<file path="src/rtl/video_to_fifo_packer.sv">
// Packs a registered 24-bit RGB stream four pixels per 128-bit FIFO word and queues one
// AXI full-burst write request per completed line; sticky flags report drops and length errors.
module video_to_fifo_packer_lane #(
  parameter int PIX_W = 24
) (
  input  logic             video_clk,
  input  logic             video_rst_n,
  input  logic             ld,
  input  logic             clr,
  input  logic [PIX_W-1:0] pix,
  output logic [PIX_W-1:0] q_nxt,
  output logic [PIX_W-1:0] q
);
  always_comb q_nxt = ld ? pix : (clr ? '0 : q);

  always_ff @(posedge video_clk or negedge video_rst_n)
    if (!video_rst_n) q <= '0;
    else              q <= q_nxt;
endmodule

module video_to_fifo_packer #(
  parameter int H_ACTIVE = 1920,
  parameter int PEND_W   = 3
) (
  input  logic         video_clk,
  input  logic         video_rst_n,
  input  logic         video_vs_in,
  input  logic         video_hs_in,
  input  logic         video_de_in,
  input  logic [23:0]  video_data_in,
  input  logic         fifo_full,
  output logic         fifo_wr_en,
  output logic [127:0] fifo_wr_data,
  output logic         AXI_FULL_BURST_VALID,
  input  logic         AXI_FULL_BURST_READY,
  output logic         frame_start,
  input  logic         err_clr,
  output logic         fifo_ovf,
  output logic         req_ovf,
  output logic         line_len_err,
  output logic [15:0]  last_line_words
);
  localparam int NUM_LANES = 4;
  localparam int PIX_W     = 24;
  localparam int WORD_W    = 128 / NUM_LANES;
  localparam logic [15:0]       EXP_WORDS = 16'((H_ACTIVE + 3) / 4);
  localparam logic [PEND_W-1:0] PEND_MAX  = '1;

  logic             vs_d1, vs_d2, de_d1, de_d2, hs_d1_unused;
  logic [PIX_W-1:0] data_d1;
  logic [1:0]       lane_cnt, lane_sel;
  logic [15:0]      word_cnt, line_words;
  logic [PEND_W-1:0] pend_cnt, pend_nxt;
  logic             wr_vld;
  logic             vs_rise, de_fall, start_word, full_issue, flush, issue, line_end;
  logic             hs_acc, req_lost;
  logic [NUM_LANES-1:0][PIX_W-1:0] lane_q, lane_nxt;
  logic [127:0]     word_nxt;

  always_ff @(posedge video_clk or negedge video_rst_n)
    if (!video_rst_n) begin
      {vs_d1, vs_d2, de_d1, de_d2, hs_d1_unused} <= '0;
      data_d1 <= '0;
    end else begin
      vs_d1 <= video_vs_in;  vs_d2 <= vs_d1;
      de_d1 <= video_de_in;  de_d2 <= de_d1;
      hs_d1_unused <= video_hs_in;
      data_d1 <= video_data_in;
    end

  // A frame start overrides any line end seen on the same cycle: the partial word is discarded.
  assign vs_rise    = vs_d1 & ~vs_d2;
  assign de_fall    = ~de_d1 & de_d2;
  assign lane_sel   = vs_rise ? 2'd0 : lane_cnt;
  assign start_word = de_d1 & (lane_sel == 2'd0);
  assign full_issue = de_d1 & (lane_sel == 2'd3);
  assign line_end   = de_fall & ~vs_rise;
  assign flush      = line_end & (lane_cnt != 2'd0);
  assign issue      = full_issue | flush;
  assign line_words = word_cnt + {15'd0, flush};

  genvar g;
  generate
    for (g = 0; g < NUM_LANES; g++) begin : g_lane
      video_to_fifo_packer_lane #(.PIX_W(PIX_W)) u_lane (
        .video_clk   (video_clk),
        .video_rst_n (video_rst_n),
        .ld          (de_d1 && (lane_sel == 2'(g))),
        .clr         (start_word),
        .pix         (data_d1),
        .q_nxt       (lane_nxt[g]),
        .q           (lane_q[g])
      );
      // lane 0 is the first pixel and sits in the top 32-bit slot
      assign word_nxt[(NUM_LANES-1-g)*WORD_W +: WORD_W] = {8'd0, lane_nxt[g]};
    end
  endgenerate

  assign hs_acc   = AXI_FULL_BURST_VALID & AXI_FULL_BURST_READY;
  assign req_lost = line_end & ~hs_acc & (pend_cnt == PEND_MAX);

  always_comb begin
    pend_nxt = pend_cnt;
    if (line_end && !hs_acc && !req_lost) pend_nxt = pend_cnt + PEND_W'(1);
    else if (!line_end && hs_acc)         pend_nxt = pend_cnt - PEND_W'(1);
  end

  // Full is judged in the cycle the strobe would be driven, so the FIFO never sees a write while full.
  assign fifo_wr_en = wr_vld & ~fifo_full;

  always_ff @(posedge video_clk or negedge video_rst_n)
    if (!video_rst_n) begin
      lane_cnt             <= '0;
      word_cnt             <= '0;
      pend_cnt             <= '0;
      wr_vld               <= 1'b0;
      fifo_wr_data         <= '0;
      AXI_FULL_BURST_VALID <= 1'b0;
      frame_start          <= 1'b0;
      fifo_ovf             <= 1'b0;
      req_ovf              <= 1'b0;
      line_len_err         <= 1'b0;
      last_line_words      <= '0;
    end else begin
      if (vs_rise)       lane_cnt <= de_d1 ? 2'd1 : 2'd0;
      else if (de_d1)    lane_cnt <= lane_cnt + 2'd1;
      else if (de_fall)  lane_cnt <= 2'd0;

      if (vs_rise || line_end) word_cnt <= '0;
      else if (issue)          word_cnt <= word_cnt + 16'd1;

      wr_vld <= issue;
      if (issue) fifo_wr_data <= word_nxt;
      if (line_end) last_line_words <= line_words;

      pend_cnt             <= pend_nxt;
      AXI_FULL_BURST_VALID <= (pend_nxt != '0);
      frame_start          <= vs_rise;

      fifo_ovf     <= (wr_vld & fifo_full) | (fifo_ovf & ~err_clr);
      req_ovf      <= req_lost | (req_ovf & ~err_clr);
      line_len_err <= (line_end & (line_words != EXP_WORDS)) | (line_len_err & ~err_clr);
    end
endmodule
</file>
<file path="config.mk">
export PLATFORM = sky130hd
export DESIGN_NAME = video_to_fifo_packer
export DESIGN_NICKNAME = d
export VERILOG_FILES = /design/src/rtl/video_to_fifo_packer.sv
export SDC_FILE = /design/constraint.sdc
export NUM_CORES = 1
export LEC_CHECK = 0
export BUFFER_PORTS_ARGS = -buffer_cell sky130_fd_sc_hd__buf_2
export CAP_MARGIN = 40
export CELL_PAD_IN_SITES_DETAIL_PLACEMENT = 1
export CELL_PAD_IN_SITES_GLOBAL_PLACEMENT = 1
export CORE_MARGIN = 1.5
export CORE_UTILIZATION = 45
export DETAILED_ROUTE_END_ITERATION = 7
export GPL_TIMING_DRIVEN = 0
export HOLD_SLACK_MARGIN = 0.03
export PLACE_DENSITY_LB_ADDON = 0.3
export SLEW_MARGIN = 20
export SYNTH_ARGS = -nofsm -noshare
export SYNTH_HDL_FRONTEND = slang
export SYNTH_SLANG_ARGS = --single-unit
</file>
<file path="constraint.sdc">
create_clock -name video_clk -period 3.4 [get_ports video_clk]
set_clock_uncertainty 0.2 [all_clocks]
set_input_delay 0.85 -clock video_clk [delete_from_list [all_inputs] [get_ports video_clk]]
set_output_delay 0.85 -clock video_clk [all_outputs]
set_load 0.05 [all_outputs]
</file>
==> results.cfg, run 1 <==
[placed_design]
port_buffers = 148
gp_congestion = 0.771
pre_cts_ws_ps = 129
hpwl_um = 18000

[route]
drc = 0
viasPerCell = 5.20
drtPass1Iterations = 4
avgRoutedWirePerCell_um = 19.8
antenna_left = 0
first_iter_violations = 285
vias = 7036
wl_um = 26800

[floorplanning]
rows = 55
dieArea_um2 = 24200
fp.coreArea_um2 = 22700
die_x_um = 155
fp.dieH_um = 155
initial_core_util_pct = 46.0
ios = 182

[finish]
final_layout_size_suffix_gt1_share_pct = 33.8
area_delta_synth_final_pct = 22.5
final_nets = 1087
fill_cells = 2400
fin_util_pct = 56.4
num_antenna_cells = 0

[run]
cap_violations = 0

[worst_setup_path]
worstReg2RegEnd = line_len_err$_DFF_PN0_
crit_type = reg2reg
cp_max_fo = 10
path_delay_family = simple AND/OR/NAND/NOR gates
crit_path_cell_trace = inv_1, ha_1, or3_4, clkinv_4, ha_1, nand3_2, nor4_1, a22oi_1, a2111oi_0, a21oi_1
crit_path_max_incr_delay_ps = 440
startpoint_type = flip-flop
crit_path_end_kind = flip-flop
worstSetupStartpoint = lane_cnt[0]$_DFFE_PN0P_
r2r-start = lane_cnt[0]$_DFFE_PN0P_
crit_path_frequent_cell = ha_1
crit_required_ps = 3600
cp-endpoint = line_len_err$_DFF_PN0_
arrival_ps = 3350
cp.depth = 10
ff2ff_path_depth = 10
crit_buf_inv = 2
crit_slowest_cell = dfrtp_1
r2r_slack_ps = 250

[timing]
setup_slack_ps = 247
period_share_pct = 92.7
slew_headroom_pct = 53.6
finalSetupViolations = 0
worstMarginPinSlew_ps = 696
rsz0062_at_grt = no
hold_viol = 0
fin_crit_ps = 3150
fmax_mhz = 317
slew_violations = 0

[clock_tree]
cts.clk_slew.worst_paths_ps = 60
clk_latency_ps = 540
cts_tree = done
cts.sink_count = 263
cts_root_buffer = clkbuf_16
cts.htree.levels = 1
clock_path_buffers = 3
numCtsBuffers = 28

[grt]
grt_pass1_vias = 7645
grt_max_degree = 100
gr-usage-all-layers_pct = 22.8
antenna_found_initial = 0
grt_pass1_wl_um = 42900
grt_remaining_overflow = 0

[synth]
syn_inst = 834
synth_edf_count = 0
yosysWarningCount = 0
async_reset_ff_share_pct = 100
synth_top_area_cell = dfrtp_1
avgSynthCellArea_um2 = 12.5
yosys.area.top_type_share_pct = 63.0
synthesis.area_um2 = 10500
synth-seq-cells = 263
ys.flop_type = dfrtp_1
ys_seq_area_share_pct = 63.0
synth_cell_type_count = 54
synth.area.top_cells = dfrtp_1, mux2_2, a22o_1

[run_status]
outcome = complete, no violations

[pwr]
power_density_nw_per_um2 = 850
ir_drop_mv = 0.429
leakage_nw = 6.41

[min_path]
min_path_type = reg2reg
[worst reg2reg max path, cell delays in order (launching register included)]
cell       delay, ps
dfrtp_1          440
inv_1            130
ha_1             210
or3_4            420
clkinv_4         110
ha_1             220
nand3_2          230
nor4_1           380
a22oi_1          140
a2111oi_0        430
a21oi_1          120
[layer usage]
metal  track usage (%)  vias to the layer above  part of all wire [%]
met4              5.62                        0                   2.2
met1              28.5                     3587                    41
met3              4.32                       44                   5.0
met2              40.9                      166                    52
li1                  -                     3239                     -
met5                 0                        -                     0
[report_power, final]
group,total [mW],switching (mW),internal (mW)
Sequential,4.17,0.367,3.80
Combinational,3.38,2.46,0.922
Clock,3.34,1.27,2.07
Total,10.9,4.09,6.80
[final cells by class]
class | count | area (µm²) | area share (%)
sequential | 263 | 6580 | 51.4
multi-input combinational | 512 | 3470 | 27.1
timing repair buffer | 152 | 843 | 6.59
clock buffer | 39 | 823 | 6.43
buffer | 77 | 464 | 3.62
tap | 285 | 357 | 2.78
clock inverter | 13 | 208 | 1.62
inverter | 13 | 58.8 | 0.459
[synthesized netlist by cell type (3+ instances only)]
master     instances
mux2_2            94
a22o_1            58
xnor2_1           14
clkbuf_1          21
nand2b_1           3
xor2_1             8
nand3_1            9
o211ai_1           3
inv_1             10
dfrtp_1          263
mux2_1             3
nor2_1            96
buf_4             42
o21ai_0           19
and3_1             4
or3_1             10
a21oi_1           25
nor2b_1            4
buf_2             14
o2111ai_1          3
a31oi_1            4
nand4_1            5
nor4_1             3
and4_1             3
ha_1               8
a21boi_0           3
nand2_1           71
[timing repair]
item	CTS	global route
gates resized for setup	0	1
setup buffers	0	0
hold buffers	1	0
endpoints found under the setup margin	0	4
hold endpoints to repair	11	0
[worst min-delay path by stage]
stage | slack, ps | cells past startpoint | start | endpoint
2_1_floorplan | 150 | 0 | vs_d1$_DFF_PN0_ | vs_d2$_DFF_PN0_
3_3_place_gp | 160 | 0 | vs_d1$_DFF_PN0_ | vs_d2$_DFF_PN0_
3_5_place_dp | 170 | 0 | vs_d1$_DFF_PN0_ | vs_d2$_DFF_PN0_
4_1_cts | 180 | 0 | vs_d1$_DFF_PN0_ | vs_d2$_DFF_PN0_
5_1_grt | 190 | 0 | vs_d1$_DFF_PN0_ | vs_d2$_DFF_PN0_
6_report | 180 | 0 | vs_d1$_DFF_PN0_ | vs_d2$_DFF_PN0_
[metrics by stage]
| step | setup TNS (ps) | std cells | power [mW] | area, µm² | hold WS, ps |
|---|---|---|---|---|---|
| floorplan | 0 | 865 | 6.64 | 10600 | 155 |
| global placement | -914870 | 1298 | 7.47 | 11700 | 164 |
| detailed placement | 0 | 1301 | 7.58 | 11800 | 169 |
| CTS | 0 | 1354 | 11.0 | 12800 | 184 |
| global route | 0 | 1354 | 11.4 | 12800 | 187 |
| finish | 0 | 1354 | 10.9 | 12800 | 182 |
[state kept, by name, indices dropped and copies added (netlist names)]
name	count
wr_vld	1
frame_start	1
fifo_wr_data	96
pend_cnt	3
last_line_words	16
data_d1	24
vs_d1	1
vs_d2	1
de_d1	1
g_lane.u_lane.q	96
req_ovf	1
AXI_FULL_BURST_VALID	1
line_len_err	1
de_d2	1
fifo_ovf	1
word_cnt	16
lane_cnt	2
[cells by family after synthesis]
kind of cell             after synthesis  share of synthesized area, %
other                                  1                        0.0359
XOR/XNOR                              22                          1.84
buffers and inverters                 90                          5.00
adder cells (fa/ha/maj)                8                         0.958
AND/OR/NAND/NOR                      221                          9.48
multiplexers                          99                          10.6
flip-flops                           263                          63.0
AO/OA/AOI/OAI                        130                          9.08
[placed cells by master (no fill, tap or decap), drive strengths merged, types with 4 or more instances in the layout]
cell type / n
dfrtp: 263
buf: 207
nor2: 99
mux2: 97
nand2: 71
clkbuf: 60
a22o: 58
conb: 32
a21oi: 25
o21ai: 21
xnor2: 14
inv: 13
or3: 11
nand3: 9
xor2: 8
ha: 8
clkinv: 7
nand4: 5
bufinv: 5
nor2b: 4
a31oi: 4
and3: 4
o211ai: 4
nor3: 4
No activity file was read; power rests on OpenSTA's default activity.
==> run 2: changes to the inputs <==
==> constraint.sdc (replaced) <==
create_clock -name video_clk -period 3.4 [get_ports video_clk]
set_clock_uncertainty 0.2 [all_clocks]
set_input_delay 0.34 -clock video_clk [delete_from_list [all_inputs] [get_ports video_clk]]
set_output_delay 0.34 -clock video_clk [all_outputs]
set_load 0.05 [all_outputs]
==> run 2 against run 1 <==
Die area is the same. First-iteration DRC count is 18% lower. Cell count is 2.1% higher. Largest cell class unchanged. Worst hold slack worse by 83 ps. Flip-flop and latch count stayed put. Core utilization grew 1.3 points. Setup slack improved by 2.0 ps. Sequential share of layout area is 1.1 points lower. Non-clock buffer count grew 29. Critical path depth unchanged.
==> results.cfg, run 2 (synthesis results as in run 1) <==
[pwr]
power_density_nw_per_um2 = 835
power.internal_mw = 6.82
switching_power_mw = 4.12
ir_drop_mv = 0.450
leakage_nw = 6.53
comb_power_share_pct = 31.2
p_sw_share_pct = 37.7
clockPowerShare_pct = 30.6
seq_power_share_pct = 38.1

[run_status]
outcome = complete, no violations

[worst_setup_path]
arrival_ps = 3350
crit_path_max_incr_delay_ps = 440
crit_slowest_cell = dfrtp_1
crit_path_end_kind = flip-flop
startpoint_type = flip-flop
crit_type = reg2reg
crit_path_cell_trace = inv_1, ha_1, or3_4, clkinv_4, ha_1, nand3_2, nor4_1, a22oi_1, a2111oi_0, a21oi_1
crit_required_ps = 3600
cp_max_fo = 10
crit_path_frequent_cell = ha_1

[grt]
antenna_found_initial = 0
grt_pass1_wl_um = 43600
grt_pass1_vias = 7781
grt_max_degree = 100
gr-usage-all-layers_pct = 23.3
grt_remaining_overflow = 0

[timing]
period_share_pct = 92.7
slew_headroom_pct = 52.8
slew_violations = 0
fmax_mhz = 317
setup_slack_ps = 249
fin_crit_ps = 3150
hold_viol = 0
worstMarginPinSlew_ps = 708
finalSetupViolations = 0
finalSetupTns_ps = 0
rsz0062_at_grt = no

[finish]
final_nets = 1116
layout_commonest_cell = dfrtp_1
num_antenna_cells = 0
fill_cells = 2377
multi_input_area_um2 = 3470
fin_util_pct = 57.7
area_delta_synth_final_pct = 25.3
top_regs = fifo_wr_data (96), g_lane.u_lane.q (96), data_d1 (24)
ff_latch_area_um2 = 6580
mostFrequentLayoutCells = dfrtp_1, buf_2, nor2_1
final_layout_size_suffix_gt1_share_pct = 32.9

[placed_design]
gp_congestion = 0.771
pre_cts_ws_ps = 129
hpwl_um = 18000
port_buffers = 148

[floorplanning]
die_x_um = 155
fp.coreArea_um2 = 22700
ios = 182
dieArea_um2 = 24200
rows = 55
fp.dieH_um = 155
initial_core_util_pct = 46.0

[clock_tree]
clock_path_buffers = 3
cts.clk_slew.worst_paths_ps = 60
cts_root_buffer = clkbuf_16
numCtsBuffers = 28
cts_tree = done
clk_latency_ps = 540
cts.sink_count = 263
cts.htree.levels = 1

[route]
drc = 0
antenna_left = 0
wl_um = 27300
drtPass1Iterations = 4
first_iter_violations = 235
avgRoutedWirePerCell_um = 19.7
vias = 7166
viasPerCell = 5.18

[run]
cap_violations = 0

[min_path]
min_path_type = in2async
run 2: cell types whose count changed in the layout (fill, tap and decap cells not counted), sizes merged:
cell	change
dlygate4sd3	+29
run 2: path summary, 6_finish.rpt:
kind	startpoint	endpoint	slack, ps	cells after the start
min	video_rst_n	fifo_ovf$_DFF_PN0_	100	2
max in group asynchronous	video_rst_n	data_d1[21]$_DFF_PN0_	1740	4
max	lane_cnt[0]$_DFFE_PN0P_	line_len_err$_DFF_PN0_	250	10
min in group video_clk	vs_d1$_DFF_PN0_	vs_d2$_DFF_PN0_	180	0
max reg2reg	lane_cnt[0]$_DFFE_PN0P_	line_len_err$_DFF_PN0_	250	10
min reg2reg	vs_d1$_DFF_PN0_	vs_d2$_DFF_PN0_	180	0
run 2: power by group through the flow:
stage               sequential [mW]  clock (mW)  combinational (mW)
finish                         4.17        3.35                3.42
global route                   4.24        3.52                3.62
CTS                            4.17        3.42                3.45
detailed placement             4.20           0                3.38
global placement               4.18           0                3.28
floorplan                      5.55           0                1.09
run 2: worst max-delay path, delay by kind of cell (launching register included):
kind | cells | cell delay, ps
AND/OR/NAND/NOR | 3 | 1020
flip-flops | 1 | 440
adder cells (fa/ha/maj) | 2 | 430
AO/OA/AOI/OAI | 3 | 690
buffers and inverters | 2 | 240
run 2: metrics by stage:
stage,area [µm²],hold slack [ps],cells,power (mW)
2_1_floorplan,10600,-156,865,6.64
3_3_place_gp,11700,164,1298,7.47
3_5_place_dp,11800,79.2,1301,7.58
4_1_cts,13100,109,1383,11.0
5_1_grt,13100,137,1383,11.4
6_report,13100,99.2,1383,10.9
run 2: area by class of cell:
type | count | share of cell area (%)
sequential | 263 | 50.3
clock inverter | 13 | 1.59
buffer | 77 | 3.54
multi-input combinational | 512 | 26.5
tap | 285 | 2.72
inverter | 13 | 0.449
clock buffer | 39 | 6.29
timing repair buffer | 181 | 8.66
run 2: what timing repair did:
action,in CTS,in global routing
setup buffers,0,0
resized for setup,0,1
endpoints found under the hold margin,136,0
endpoints found under the setup margin,0,4
hold buffers,30,0
run 2: metal layers:
| metal | up-vias | GRT usage [%] | part of all wire (%) |
|---|---|---|---|
| met4 | 0 | 5.99 | 2.3 |
| met5 | - | 0 | 0 |
| met3 | 46 | 4.32 | 5.1 |
| met2 | 182 | 42.0 | 52 |
| li1 | 3300 | - | - |
| met1 | 3638 | 28.7 | 41 |
==> run 3: changes to the inputs <==
- CORE_UTILIZATION: 45 -> 46
- CTS_BUF_LIST: not set -> sky130_fd_sc_hd__clkbuf_2 sky130_fd_sc_hd__clkbuf_4 sky130_fd_sc_hd__clkbuf_8
- SLEW_MARGIN: 20 -> 10
==> run 3 against run 2 <==
Register-to-register slack better by 40 ps. Clock power is 18% lower. Global-route usage is 0.60 points higher. Final area is 1.6% lower. Die area is 2.1% lower. Power is 5.4% lower. Via count is 1.7% higher. Maximum frequency is 1.2% higher. Flip-flop and latch count stayed put. Sequential share of layout area is 0.80 points higher. Critical path depth stayed put. Critical endpoint unchanged.
==> results.cfg, run 3 (synthesis results as in run 1) <==
[worst_setup_path]
crit_path_end_kind = flip-flop
startpoint_type = flip-flop
worstReg2RegEnd = line_len_err$_DFF_PN0_
crit_required_ps = 3590
r2r-start = lane_cnt[0]$_DFFE_PN0P_
arrival_ps = 3300
r2r_slack_ps = 290
crit_type = reg2reg
cp_max_fo = 10
ff2ff_path_depth = 10

[clock_tree]
clk_latency_ps = 540
cts_root_buffer = clkbuf_8
cts_tree = done
cts.htree.levels = 2
numCtsBuffers = 43
cts_setup_buffers = 0
cts.sink_count = 263
cts.clk_slew.worst_paths_ps = 60
clock_path_buffers = 3

[route]
viasPerCell = 5.22
vias = 7291
wl_um = 27400
avgRoutedWirePerCell_um = 19.6
drc = 0
drtPass1Iterations = 4
first_iter_violations = 285
antenna_left = 0

[finish]
final_nets = 1130
top_regs = fifo_wr_data (96), g_lane.u_lane.q (96), data_d1 (24)
layout_commonest_cell = dfrtp_1
area_delta_synth_final_pct = 23.3
num_antenna_cells = 0
final_layout_size_suffix_gt1_share_pct = 34.4
mostFrequentLayoutCells = dfrtp_1, buf_2, nor2_1

[timing]
fin_crit_ps = 3110
holdWs_ps = 184
slew_violations = 0
finalSetupTns_ps = 0
fmax_mhz = 321
period_share_pct = 91.6
slew_headroom_pct = 53.8
worstMarginPinSlew_ps = 693
finalSetupViolations = 0
rsz0062_at_grt = no
hold_viol = 0
setup_slack_ps = 287

[floorplanning]
ios = 182
initial_core_util_pct = 47.5
fp.coreArea_um2 = 22000
fp.dieH_um = 154
rows = 54
dieArea_um2 = 23600
die_x_um = 154

[pwr]
ir_drop_mv = 0.537
power_density_nw_per_um2 = 803
leakage_nw = 6.47

[placed_design]
hpwl_um = 18400
pre_cts_ws_ps = 121
gp_congestion = 0.801
port_buffers = 148

[grt]
grt_pass1_wl_um = 43900
grt_remaining_overflow = 0
antenna_found_initial = 0
grt_max_degree = 98
grt_pass1_vias = 8110
gr-usage-all-layers_pct = 23.9

[run]
cap_violations = 0

[run_status]
outcome = complete, no violations

[min_path]
min_path_type = in2async
==> run 3: changes by cell type in the layout (fill, tap and decap cells not counted) <==
| cell | change |
|---|---|
| clkbuf_4 | +15 |
| clkbuf_16 | -29 |
| buf_16 | -1 |
| clkbuf_8 | +44 |
| bufinv_16 | -5 |
| clkbuf_1 | -4 |
==> run 3: metrics by stage <==
stage,util (%),power [mW],area [µm²],cells
floorplan,-,6.64,10600,865
global placement,52.9,7.48,11700,1293
detailed placement,53.2,7.62,11700,1295
CTS,58.5,10.4,12900,1398
global route,58.5,10.8,12900,1398
finish,58.5,10.3,12900,1398
==> run 3: where the power goes <==
group | internal, mW | leakage, nW | switching (mW)
registers | 3.80 | 3.42 | 0.368
clock network | 1.51 | 0.460 | 1.24
logic | 0.940 | 2.59 | 2.49
==> run 3: critical path, cell delays in order, from the launching register on <==
cell and delay, ps:
dfrtp_1 440, inv_1 130, ha_1 210, or3_4 420, clkinv_4 110, ha_1 210
nand3_2 220, nor4_1 370, a22oi_1 130, a2111oi_0 410, a21oi_1 110
==> run 3: worst max path at each step <==
stage | startpoint | end | slack, ps
6_report | lane_cnt[0]$_DFFE_PN0P_ | line_len_err$_DFF_PN0_ | 290
3_5_place_dp | lane_cnt[0]$_DFFE_PN0P_ | line_len_err$_DFF_PN0_ | 120
5_1_grt | lane_cnt[0]$_DFFE_PN0P_ | line_len_err$_DFF_PN0_ | 10
2_1_floorplan | lane_cnt[0]$_DFFE_PN0P_ | last_line_words[11]$_DFFE_PN0P_ | 510
3_3_place_gp | video_rst_n | fifo_wr_data[103]$_DFFE_PN0P_ | -2950
4_1_cts | lane_cnt[0]$_DFFE_PN0P_ | line_len_err$_DFF_PN0_ | 100
==> run 3: timing repair <==
action	in CTS	in global routing
endpoints found under the hold margin	104	0
hold buffers	30	0
resized for setup	0	1
setup endpoints to repair	0	1
==> run 3: metal layers <==
layer / wire length [µm] / vias up / track usage, %
met4: 658 / 0 / 7.67
li1: - / 3331 / -
met3: 1310 / 44 / 4.85
met2: 14300 / 189 / 42.6
met1: 11100 / 3727 / 29.0
met5: 0 / - / 0
==> run 3: layout make-up <==
class / count / area, µm²
clock buffer: 65 / 801
inverter: 13 / 58.8
multi-input combinational: 512 / 3470
sequential: 263 / 6580
clock inverter: 8 / 57.6
tap: 280 / 350
timing repair buffer: 180 / 1110
fill: 2312 / 9140
buffer: 77 / 464
